**config.mk**
```make
export PLATFORM = sky130hd
export DESIGN_NAME = mem_access_unit_flat
export DESIGN_NICKNAME = d
export VERILOG_FILES = /design/src/rtl/mem_access_unit_if.sv /design/src/rtl/mem_access_unit.sv /design/src/flat_wrapper.sv
export SDC_FILE = /design/constraint.sdc
export NUM_CORES = 1
export LEC_CHECK = 0
export ABC_AREA = 1
export CORE_MARGIN = 10
export CORE_UTILIZATION = 45
export CTS_BUF_LIST = sky130_fd_sc_hd__clkbuf_8
export CTS_CLUSTER_DIAMETER = 150
export DETAILED_ROUTE_END_ITERATION = 6
export GPL_TIMING_DRIVEN = 0
export PLACE_DENSITY = 0.79
export SYNTH_ARGS = -nofsm -noshare
export SYNTH_HDL_FRONTEND = slang
export SYNTH_SLANG_ARGS = --single-unit
export TNS_END_PERCENT = 30
```
**constraint.sdc**
```tcl
create_clock -name clk -period 2.1 [get_ports clk]
set_clock_uncertainty 0.1 [all_clocks]
set_input_delay 0.315 -clock clk [delete_from_list [all_inputs] [get_ports clk]]
set_output_delay 0.315 -clock clk [all_outputs]
set_load 0.01 [all_outputs]
```
**src/rtl/mem_access_unit_if.sv**
```systemverilog
// Request/response and word-memory signals shared by the load/store front end,
// its requester and the word-wide data memory.
interface mem_access_unit_if;
    logic        req_valid;
    logic        req_ready;
    logic        req_store;
    logic [2:0]  req_funct3;
    logic [31:0] req_addr;
    logic [31:0] req_wdata;
    logic        resp_valid;
    logic [31:0] resp_data;
    logic        resp_err;
    logic [31:0] mem_addr;
    logic [31:0] mem_wdata;
    logic        mem_we;
    logic [31:0] mem_rdata;

    // slave is the load/store unit; master is the requester plus the memory behind it
    modport slave (
        input  req_valid, req_store, req_funct3, req_addr, req_wdata, mem_rdata,
        output req_ready, resp_valid, resp_data, resp_err, mem_addr, mem_wdata, mem_we
    );

    modport master (
        output req_valid, req_store, req_funct3, req_addr, req_wdata, mem_rdata,
        input  req_ready, resp_valid, resp_data, resp_err, mem_addr, mem_wdata, mem_we
    );
endinterface

```
**src/rtl/mem_access_unit.sv**
```systemverilog
// Load/store front end for a word-wide data memory: RV32I byte/half/word accesses,
// sub-word stores by read-modify-write, misaligned or illegal requests rejected.
module mem_access_unit #(
    parameter int READ_LATENCY = 2
) (
    input  logic             clk,
    input  logic             rst_n,
    input  logic             clk_enable,
    mem_access_unit_if.slave bus
);
    typedef enum logic [1:0] {IDLE, READ, WRITE, RESP} state_t;

    state_t      state_q, state_d;
    logic [2:0]  cnt_q;
    logic        store_q;
    logic [2:0]  funct3_q;
    logic [1:0]  lane_q;
    logic [15:0] wdata_q;
    logic [31:0] mem_addr_q;
    logic [31:0] mem_wdata_q;
    logic [31:0] resp_data_q;
    logic        resp_err_q;
    logic        req_err;
    logic        req_sw;

    function automatic logic [31:0] load_extend(input logic [2:0]  funct3,
                                                input logic [1:0]  lane,
                                                input logic [31:0] word);
        logic [31:0] shifted;
        logic [7:0]  b;
        logic [15:0] h;
        shifted = word >> {lane, 3'b000};
        b       = shifted[7:0];
        h       = lane[1] ? word[31:16] : word[15:0];
        case (funct3)
            3'b000:  return {{24{b[7]}}, b};
            3'b100:  return {24'b0, b};
            3'b001:  return {{16{h[15]}}, h};
            3'b101:  return {16'b0, h};
            default: return word;
        endcase
    endfunction

    function automatic logic [31:0] store_merge(input logic        half,
                                                input logic [1:0]  lane,
                                                input logic [15:0] wdata,
                                                input logic [31:0] word);
        logic [31:0] mask;
        logic [31:0] data;
        if (half) begin
            mask = 32'h0000_FFFF << {lane[1], 4'b0000};
            data = {16'b0, wdata} << {lane[1], 4'b0000};
        end else begin
            mask = 32'h0000_00FF << {lane, 3'b000};
            data = {24'b0, wdata[7:0]} << {lane, 3'b000};
        end
        return (word & ~mask) | data;
    endfunction

    // NOTE: each always_comb output is given a default first, so no path can infer a latch.
    always_comb begin
        req_err = 1'b0;
        case (bus.req_funct3)
            3'b000, 3'b100: req_err = 1'b0;
            3'b001, 3'b101: req_err = bus.req_addr[0];
            3'b010:         req_err = |bus.req_addr[1:0];
            default:        req_err = 1'b1;
        endcase
    end

    assign req_sw = bus.req_store && (bus.req_funct3 == 3'b010);

    always_comb begin
        state_d = state_q;
        case (state_q)
            IDLE: begin
                if (bus.req_valid) begin
                    if (req_err)     state_d = RESP;
                    else if (req_sw) state_d = WRITE;
                    else             state_d = READ;
                end
            end
            READ:    if (cnt_q == 3'd1) state_d = store_q ? WRITE : RESP;
            WRITE:   state_d = RESP;
            RESP:    state_d = IDLE;
            default: state_d = IDLE;
        endcase
    end

    // NOTE: registers use non-blocking assignment so every flop samples pre-edge values.
    always_ff @(posedge clk or negedge rst_n) begin
        if (!rst_n) begin
            state_q <= IDLE;
        end else if (clk_enable) begin
            state_q <= state_d;
        end
    end

    always_ff @(posedge clk or negedge rst_n) begin
        if (!rst_n) begin
            cnt_q       <= '0;
            store_q     <= 1'b0;
            funct3_q    <= '0;
            lane_q      <= '0;
            wdata_q     <= '0;
            mem_addr_q  <= '0;
            mem_wdata_q <= '0;
            resp_data_q <= '0;
            resp_err_q  <= 1'b0;
        end else if (clk_enable) begin
            case (state_q)
                IDLE: begin
                    if (bus.req_valid) begin
                        store_q     <= bus.req_store;
                        funct3_q    <= bus.req_funct3;
                        lane_q      <= bus.req_addr[1:0];
                        wdata_q     <= bus.req_wdata[15:0];
                        resp_data_q <= '0;
                        resp_err_q  <= req_err;
                        // Rejected requests leave the memory-side registers untouched
                        if (!req_err) begin
                            mem_addr_q <= {bus.req_addr[31:2], 2'b00};
                            cnt_q      <= 3'(READ_LATENCY);
                            if (req_sw) mem_wdata_q <= bus.req_wdata;
                        end
                    end
                end
                READ: begin
                    cnt_q <= cnt_q - 3'd1;
                    if (cnt_q == 3'd1) begin
                        if (store_q) mem_wdata_q <= store_merge(funct3_q[0], lane_q, wdata_q, bus.mem_rdata);
                        else         resp_data_q <= load_extend(funct3_q, lane_q, bus.mem_rdata);
                    end
                end
                RESP: begin
                    resp_data_q <= '0;
                    resp_err_q  <= 1'b0;
                end
                default: ;
            endcase
        end
    end

    assign bus.req_ready  = (state_q == IDLE);
    assign bus.mem_we     = (state_q == WRITE);
    assign bus.resp_valid = (state_q == RESP);
    assign bus.resp_data  = resp_data_q;
    assign bus.resp_err   = resp_err_q;
    assign bus.mem_addr   = mem_addr_q;
    assign bus.mem_wdata  = mem_wdata_q;
endmodule

```
**src/flat_wrapper.sv**
```systemverilog
// flat-port wrapper written by rule: the top's interface ports become plain ports
module mem_access_unit_flat 
#(
    parameter int READ_LATENCY = 2
)
  (clk, rst_n, clk_enable, bus_req_valid, bus_req_store, bus_req_funct3, bus_req_addr, bus_req_wdata, bus_mem_rdata, bus_req_ready, bus_resp_valid, bus_resp_data, bus_resp_err, bus_mem_addr, bus_mem_wdata, bus_mem_we);
  mem_access_unit_if bus_i ();
  input  logic clk;
  input  logic rst_n;
  input  logic clk_enable;
  input wire logic [$bits(bus_i.req_valid)-1:0] bus_req_valid;
  input wire logic [$bits(bus_i.req_store)-1:0] bus_req_store;
  input wire logic [$bits(bus_i.req_funct3)-1:0] bus_req_funct3;
  input wire logic [$bits(bus_i.req_addr)-1:0] bus_req_addr;
  input wire logic [$bits(bus_i.req_wdata)-1:0] bus_req_wdata;
  input wire logic [$bits(bus_i.mem_rdata)-1:0] bus_mem_rdata;
  output wire logic [$bits(bus_i.req_ready)-1:0] bus_req_ready;
  output wire logic [$bits(bus_i.resp_valid)-1:0] bus_resp_valid;
  output wire logic [$bits(bus_i.resp_data)-1:0] bus_resp_data;
  output wire logic [$bits(bus_i.resp_err)-1:0] bus_resp_err;
  output wire logic [$bits(bus_i.mem_addr)-1:0] bus_mem_addr;
  output wire logic [$bits(bus_i.mem_wdata)-1:0] bus_mem_wdata;
  output wire logic [$bits(bus_i.mem_we)-1:0] bus_mem_we;
  assign bus_i.req_valid = bus_req_valid;
  assign bus_i.req_store = bus_req_store;
  assign bus_i.req_funct3 = bus_req_funct3;
  assign bus_i.req_addr = bus_req_addr;
  assign bus_i.req_wdata = bus_req_wdata;
  assign bus_i.mem_rdata = bus_mem_rdata;
  assign bus_req_ready = bus_i.req_ready;
  assign bus_resp_valid = bus_i.resp_valid;
  assign bus_resp_data = bus_i.resp_data;
  assign bus_resp_err = bus_i.resp_err;
  assign bus_mem_addr = bus_i.mem_addr;
  assign bus_mem_wdata = bus_i.mem_wdata;
  assign bus_mem_we = bus_i.mem_we;
  mem_access_unit #(.READ_LATENCY(READ_LATENCY)) u_core (.clk(clk), .rst_n(rst_n), .clk_enable(clk_enable), .bus(bus_i));
endmodule
```
==> results.md, run 1 <==
- Final net count: ~1300
- WL/cell: around 16 µm
- Final hold vios: 0
- Status: complete, no violations
- Clock Sinks: 122
- Area Overhead vs Synth: 41.19%
- Slowest cell delay on critical path: a little over 0.4 ns
- Cell area after synthesis: between 6000 and 7000 µm²
- Share of async-settable or async-resettable flops after synthesis: between 90% and 100%
- First-pass GRT wire length: 36490 µm
- Crit-path slowest cell: dfrtp_1
- Critical path type: flop to output port
- Gr usage total: between 20% and 30%
- Port bufs: ~200
- Worst vdd rail ir drop: around 0.00068 V
- Fin cells: between 1000 and 1500
- Fmax: 0.5093 GHz
- Fin util: about two thirds
- CTS tree: done
- Min Tclk post-route: slightly below 2 ns
- Antenna Cells: 0
- Synth Warn #: 0
- Top-area cell type share of the netlist area: between 40% and 50%
- Post-Syn Instances: 984
- GR Overflow Total: 0
- Initial antenna violation count: 0
- Count leader, synth: nand2_1
- Drt total wl: 23060 µm
- Core area: about 15000 µm²
- Synth cell count leaders: 439 x nand2_1, 122 x dfrtp_1, 118 x nand3_1
- Type of destination of the critical path: output port
- Top post-synthesis cells by area: dfrtp_1 45%, nand2_1 25%, nand3_1 8.8%
- DRT iter0 DRCs: 629
- Drt pass-1 iters: 7
- Slew @ Worst Pin: about 0.56 ns
- Avg Cell Area, Syn: between 6 and 7 µm²
- CP arrival: ~1.6 ns
- Reg clk slew, reported paths: 0.07 ns
- Num CTS Buffers: 17
- Total number of placement rows: between 40 and 50
- Max Slew Vio Count: 0
- Total power draw: roughly 13000 µW
- Detailed-route DRC error count: 0
- Die area: between 20000 and 25000 µm²
- MaxCap Viol Count: 0
- Sum of buffers and inverters on the critical path: 2
- Leak: about 0.005 µW
- Cell total after placement: 1371
- Share of post-route cells with drive strength above 1: 7.283%
- CTS Root Cell: clkbuf_8
- Placer congestion estimate: between 0.9 and 1
- Synth area leader: dfrtp_1
- Number of flops mapped to enable cells by yosys: 0
- Largest net degree at the start of global routing: 67
- HP Class: primary input to asynchronous set/reset pin
- CTS Buffer Depth: 2
- Setup TNS: 0 ns
- Distinct cells, synth: 27
- Power per Cell Area: between 1000 and 1500 nW/µm²
- Seq/Total Area, Yosys: a little under half
- Period utilization: 93.50%
- Rel. slew slack: between 60% and 70%
- Detailed placement HPWL: 17890 µm
- Via count: approximately 7200
- CP top delay family: buffers and inverters
- Critical Path, Cell by Cell: inv_1 > ha_1 > dlygate4sd2_1
- Die width: 142.1 µm
- Starting Density: 45.99%
- Most used flip-flop cell after synthesis: dfrtp_1
- CP Data Required Time: 1.68 ns
- I/O pin count: 204
- Vias in the first global route: 6959
- H-tree depth reported by CTS: 4
- Flops & latches, synth: 122
- Die height: roughly 140 µm
- Critical Path Source Type: flop
- Final setup violation count: 0
- Crit Path Max Fanout: 3
- Antenna Nets Post-Route: 0
- Clk_lat worst skew: around 0.46 ns
- Vias per cell: a little over 5
[report_power, final]
part / total, µW / internal, µW / switching, µW
registers: 3880 / 3320 / 553
logic: 7390 / 3030 / 4360
clock network: 2210 / 1220 / 988
total: 13500 / 7580 / 5900
[metal layers]
layer	track usage (%)	vias to the layer above	part of all wire, %
met2	35.54	300	46
li1	-	3538	-
met1	28.13	3273	42
met5	0	-	0
met4	7.585	0	2.2
met3	8.278	47	9.9
[stage by stage]
step / cell area, µm² / setup WS (ns) / hold slack [ns]
floorplan: 6714 / 0.2796 / -0.08059
global placement: 8956 / -4.333 / 0.3548
detailed placement: 8985 / -0.1731 / 0.2154
CTS: 9413 / 0.01716 / 0.2673
global route: 9474 / -0.01263 / 0.2813
finish: 9474 / 0.1364 / 0.2747
[sequential cells by signal, indices dropped and copies added, names as in the netlist]
signal                flops
u_core.bus.mem_wdata     32
u_core.bus.resp_data     32
u_core.bus.mem_addr      30
u_core.wdata_q           16
u_core.cnt_q              3
u_core.funct3_q           3
u_core.lane_q             2
u_core.state_q            2
u_core.bus.resp_err       1
u_core.store_q            1
[logic make-up (layout without fill, tap and decap cells)]
| kind of cell | after synthesis | in the layout | share of synthesized area [%] |
|---|---|---|---|
| XOR/XNOR | 1 | 1 | 0.1305 |
| flip-flops | 122 | 122 | 45.50 |
| AO/OA/AOI/OAI | 68 | 68 | 5.463 |
| adder cells (fa/ha/maj) | 6 | 6 | 1.119 |
| other | 1 | 2 | 0.05589 |
| AND/OR/NAND/NOR | 676 | 676 | 40.70 |
| buffers and inverters | 110 | 347 | 7.029 |
[worst reg2reg max path, cell delays in order, from the launching register on]
cell and delay, ns:
dfrtp_1 0.37, inv_1 0.11, ha_2 0.21, inv_4 0.08
a21oi_1 0.07, nor2_4 0.18, inv_2 0.07, nor2_4 0.19
nand2_2 0.13, buf_2 0.21, nand2_1 0.08, nand2_1 0.05
[area by class of cell]
class                   instances  area [µm²]
multi-input cells             753        3217
inverters                      55       214.0
flip-flops and latches        122        3053
clock inverters                13       151.4
plain buffers                  55       281.5
clock buffers                  19       261.5
fillers                      1321        5115
repair buffers                205        2066
well taps                     184       230.2
[final timing paths]
path	from	depth (start not counted)	endpoint	slack [ns]
min in group clk	bus_req_addr[21]	3	u_core.bus.mem_addr[21]	0.29
min	rst_n	2	u_core.bus.resp_data[4]	0.27
min reg2reg	u_core.bus.mem_wdata[17]	2	u_core.bus.mem_wdata[17]	0.38
max reg2reg	u_core.state_q[1]	11	u_core.bus.mem_wdata[18]	0.15
max	u_core.state_q[0]	3	bus_mem_we	0.14
max in group asynchronous	rst_n	3	u_core.state_q[1]	0.91
[timing repair]
item,4_1_cts,5_1_grt
pin swaps,0,2
hold buffers,1,0
endpoints found under the setup margin,32,78
setup buffers,0,2
gates resized for setup,4,22
endpoints found under the hold margin,56,0
[cells in the final DEF (no fill, tap or decap), drive strengths merged]
master and count:
dlygate4sd3 1, nand4 3, nand2 442, a22o 1
a21oi 3, clkdlybuf4s50 197, o22ai 1, ha 6
buf 35, clkbuf 43, bufinv 3, clkinvlp 1
xnor2 1, o211ai 7, dfrtp 122, conb 2
dlygate4sd2 2, dlymetal6s2s 1, nand3 121, inv 58
o21ai 56, nor2 110, clkinv 6
(Power assumes the default switching activity.)
==> run 2, diff against run 1 <==
--- a/config.mk
+++ b/config.mk
@@ -7,12 +7,12 @@
 export LEC_CHECK = 0
 export ABC_AREA = 1
 export CORE_MARGIN = 10
-export CORE_UTILIZATION = 45
+export CORE_UTILIZATION = 44
 export CTS_BUF_LIST = sky130_fd_sc_hd__clkbuf_8
 export CTS_CLUSTER_DIAMETER = 150
 export DETAILED_ROUTE_END_ITERATION = 6
 export GPL_TIMING_DRIVEN = 0
-export PLACE_DENSITY = 0.79
+export PLACE_DENSITY = 0.81
 export SYNTH_ARGS = -nofsm -noshare
 export SYNTH_HDL_FRONTEND = slang
 export SYNTH_SLANG_ARGS = --single-unit
==> constraint.sdc (replaced) <==
create_clock -name clk -period 1.6 [get_ports clk]
set_clock_uncertainty 0.1 [all_clocks]
set_input_delay 0.24 -clock clk [delete_from_list [all_inputs] [get_ports clk]]
set_output_delay 0.24 -clock clk [all_outputs]
set_load 0.01 [all_outputs]
==> run 2 against run 1 <==
  * Core utilization increased by 0.59 points
  * Critical path depth increased by 8
  * First-iteration DRC count decreased by 5.6%
  * Routed wire length increased by 6.6%
  * Combinational power increased by 38%
  * The flow now finishes with violations (setup timing)
  * Critical endpoint is now u_core.bus.mem_wdata[15]
  * Sequential cell count unchanged
  * Clock power increased by 24%
  * Worst hold slack got worse by 0.056 ns
  * Worst setup slack got worse by 0.46 ns
  * Non-clock buffer count increased by 25
  * Sequential power increased by 32%
  * Global-route usage increased by 0.71 points
==> results.md, run 2 (synthesis results as in run 1) <==
- Status: complete, but fails checks
- Failing checks: setup timing
- Clk pwr share: 15.2%
- Most frequent cells in the layout: 405 x nand2_1, 122 x dfrtp_1, 116 x nand3_1, 102 x clkdlybuf4s50_1, 101 x nor2_1
- Area Overhead vs Synth: 47.36%
- Vias in the first global route: between 7000 and 8000
- Power per Cell Area: between 1500 and 2000 nW/µm²
- Initial antenna violation count: 0
- FF-to-FF End: u_core.bus.mem_wdata[15]
- First-pass GRT wire length: 37860 µm
- MaxCap Viol Count: 0
- Type of destination of the critical path: flop
- Die area: 20590 µm²
- Drt total wl: approximately 25000 µm
- Placer congestion estimate: between 0.9 and 1
- Detailed placement HPWL: 18310 µm
- Worst reg2reg startpoint: u_core.state_q[0]
- Detailed-route DRC error count: 0
- CP Data Required Time: ~1.9 ns
- Register area: around 3100 µm²
- Largest net degree at the start of global routing: slightly below 70
- H-tree depth reported by CTS: 4
- Antenna Nets Post-Route: 0
- FF-to-FF setup slack: -0.33 ns
- Reg clk slew, reported paths: roughly 0.080 ns
- Clock Sinks: roughly 120
- Period utilization: 120.3%
- Rel. slew slack: 64.75%
- Critical Path Source Type: flop
- Share of post-route cells with drive strength above 1: 14.29%
- Critical path type: flop to flop
- Setup WS post-layout: -0.3255 ns
- Core area: around 15000 µm²
- Multi-input gate area: around 3400 µm²
- Internal power consumption: just under 10000 µW
- CTS Root Cell: clkbuf_8
- CTS Buffer Depth: 2
- Slew @ Worst Pin: between 0.5 and 0.6 ns
- Leak: between 0.005 and 0.006 µW
- Post-Place Setup Slack: -0.5799 ns
- Seq pwr share: between 20% and 30%
- Num CTS Buffers: 17
- HP Class: primary input to asynchronous set/reset pin
- Final setup violation count: around 120
- Starting Density: around 44%
- Gr usage total: between 20% and 30%
- Port bufs: ~200
- Final net count: 1344
- CP arrival: about 2.2 ns
- Fmax: ~0.52 GHz
- Die width: about 140 µm
- Net Sw Power: ~8000 µW
- GR Overflow Total: 0
- Die height: around 140 µm
- Crit Path Max Fanout: 7
- Gate power share: roughly 56%
- Layout fillers: 1381
- Antenna Cells: 0
- Most common cell after layout, fill and taps aside: nand2_1
- Final hold vios: 0
- CTS tree: done
- WL/cell: 17.15 µm
- Reg2Reg Depth: 11
- I/O pin count: between 200 and 250
- Total number of placement rows: 45
- Clk_lat worst skew: between 0.4 and 0.5 ns
- Drt pass-1 iters: 5
- Sw frac: between 40 and 50%
- Worst vdd rail ir drop: 0.0008395 V
- Max Slew Vio Count: 0
- Vias per cell: between 5 and 6
- Via count: 7501
- Total power draw: about 18000 µW
- DRT iter0 DRCs: roughly 600
- Min Tclk post-route: approximately 1.9 ns
- RSZ-0062 raised after global routing: yes
-- run 2: worst max-delay path, cell delays in order, from the launching register on --
cell,delay [ns]
dfrtp_1,0.44
inv_2,0.09
ha_4,0.18
inv_4,0.07
o21ai_4,0.06
nor2_4,0.15
inv_2,0.07
nor2_4,0.21
nand2_4,0.15
buf_6,0.18
nand2_2,0.07
nand2_2,0.05
-- run 2: cell type report --
class	count	share of cell area, %
inverters	55	2.189
plain buffers	55	3.948
repair buffers	230	22.28
flip-flops and latches	122	30.87
well taps	188	2.379
clock buffers	19	2.645
clock inverters	12	1.265
multi-input cells	753	34.42
-- run 2: per-stage QoR --
| step | hold slack (ns) | std cells | util, % | cell area (µm²) | TNS, ns |
|---|---|---|---|---|---|
| 5_1_grt | 0.1858 | 1434 | 65.53 | 9888 | -33.46 |
| 2_1_floorplan | -0.1556 | 985 | - | 6768 | -0.9890 |
| 3_3_place_gp | 0.3534 | 1374 | 59.74 | 9015 | -602.94 |
| 3_5_place_dp | 0.1224 | 1375 | 59.93 | 9044 | -43.21 |
| 4_1_cts | 0.1835 | 1424 | 63.91 | 9643 | -16.69 |
| 6_report | 0.2186 | 1434 | 65.53 | 9888 | -23.01 |
-- run 2: worst max-delay path by stage --
stage	startpoint	to	slack (ns)	cells after the start
floorplan	u_core.state_q[1]	u_core.bus.mem_wdata[10]	-0.03	11
global placement	rst_n	u_core.cnt_q[1]	-4.63	1
detailed placement	bus_req_funct3[1]	u_core.bus.mem_wdata[12]	-0.58	8
CTS	u_core.state_q[1]	u_core.bus.mem_wdata[30]	-0.26	11
global route	u_core.state_q[0]	u_core.bus.mem_wdata[29]	-0.41	11
finish	u_core.state_q[0]	u_core.bus.mem_wdata[15]	-0.33	11
-- run 2: layer usage --
metal,vias to the layer above,track usage [%],share of wire [%]
met4,0,7.254,2.1
met3,47,8.515,10
met2,333,38.99,48
met1,3521,27.32,40
li1,3600,-,-
met5,-,0,0
-- run 2: timing repair --
item                                    4_1_cts  5_1_grt
resized for setup                           162       75
endpoints found under the setup margin      217      124
setup buffers                                14        7
cloned                                        3        3
pin swaps                                     9       10
hold buffers                                  1        0
endpoints found under the hold margin        54        0
-- run 2: power groups by stage --
stage / clock network, µW / logic [µW] / registers [µW]
final: 2740 / 10200 / 5130
after global routing: 2940 / 11300 / 5270
after CTS: 2800 / 9570 / 5070
after detailed placement: 0 / 9670 / 5140
after global placement: 0 / 9480 / 5110
after floorplan: 0 / 5200 / 5480
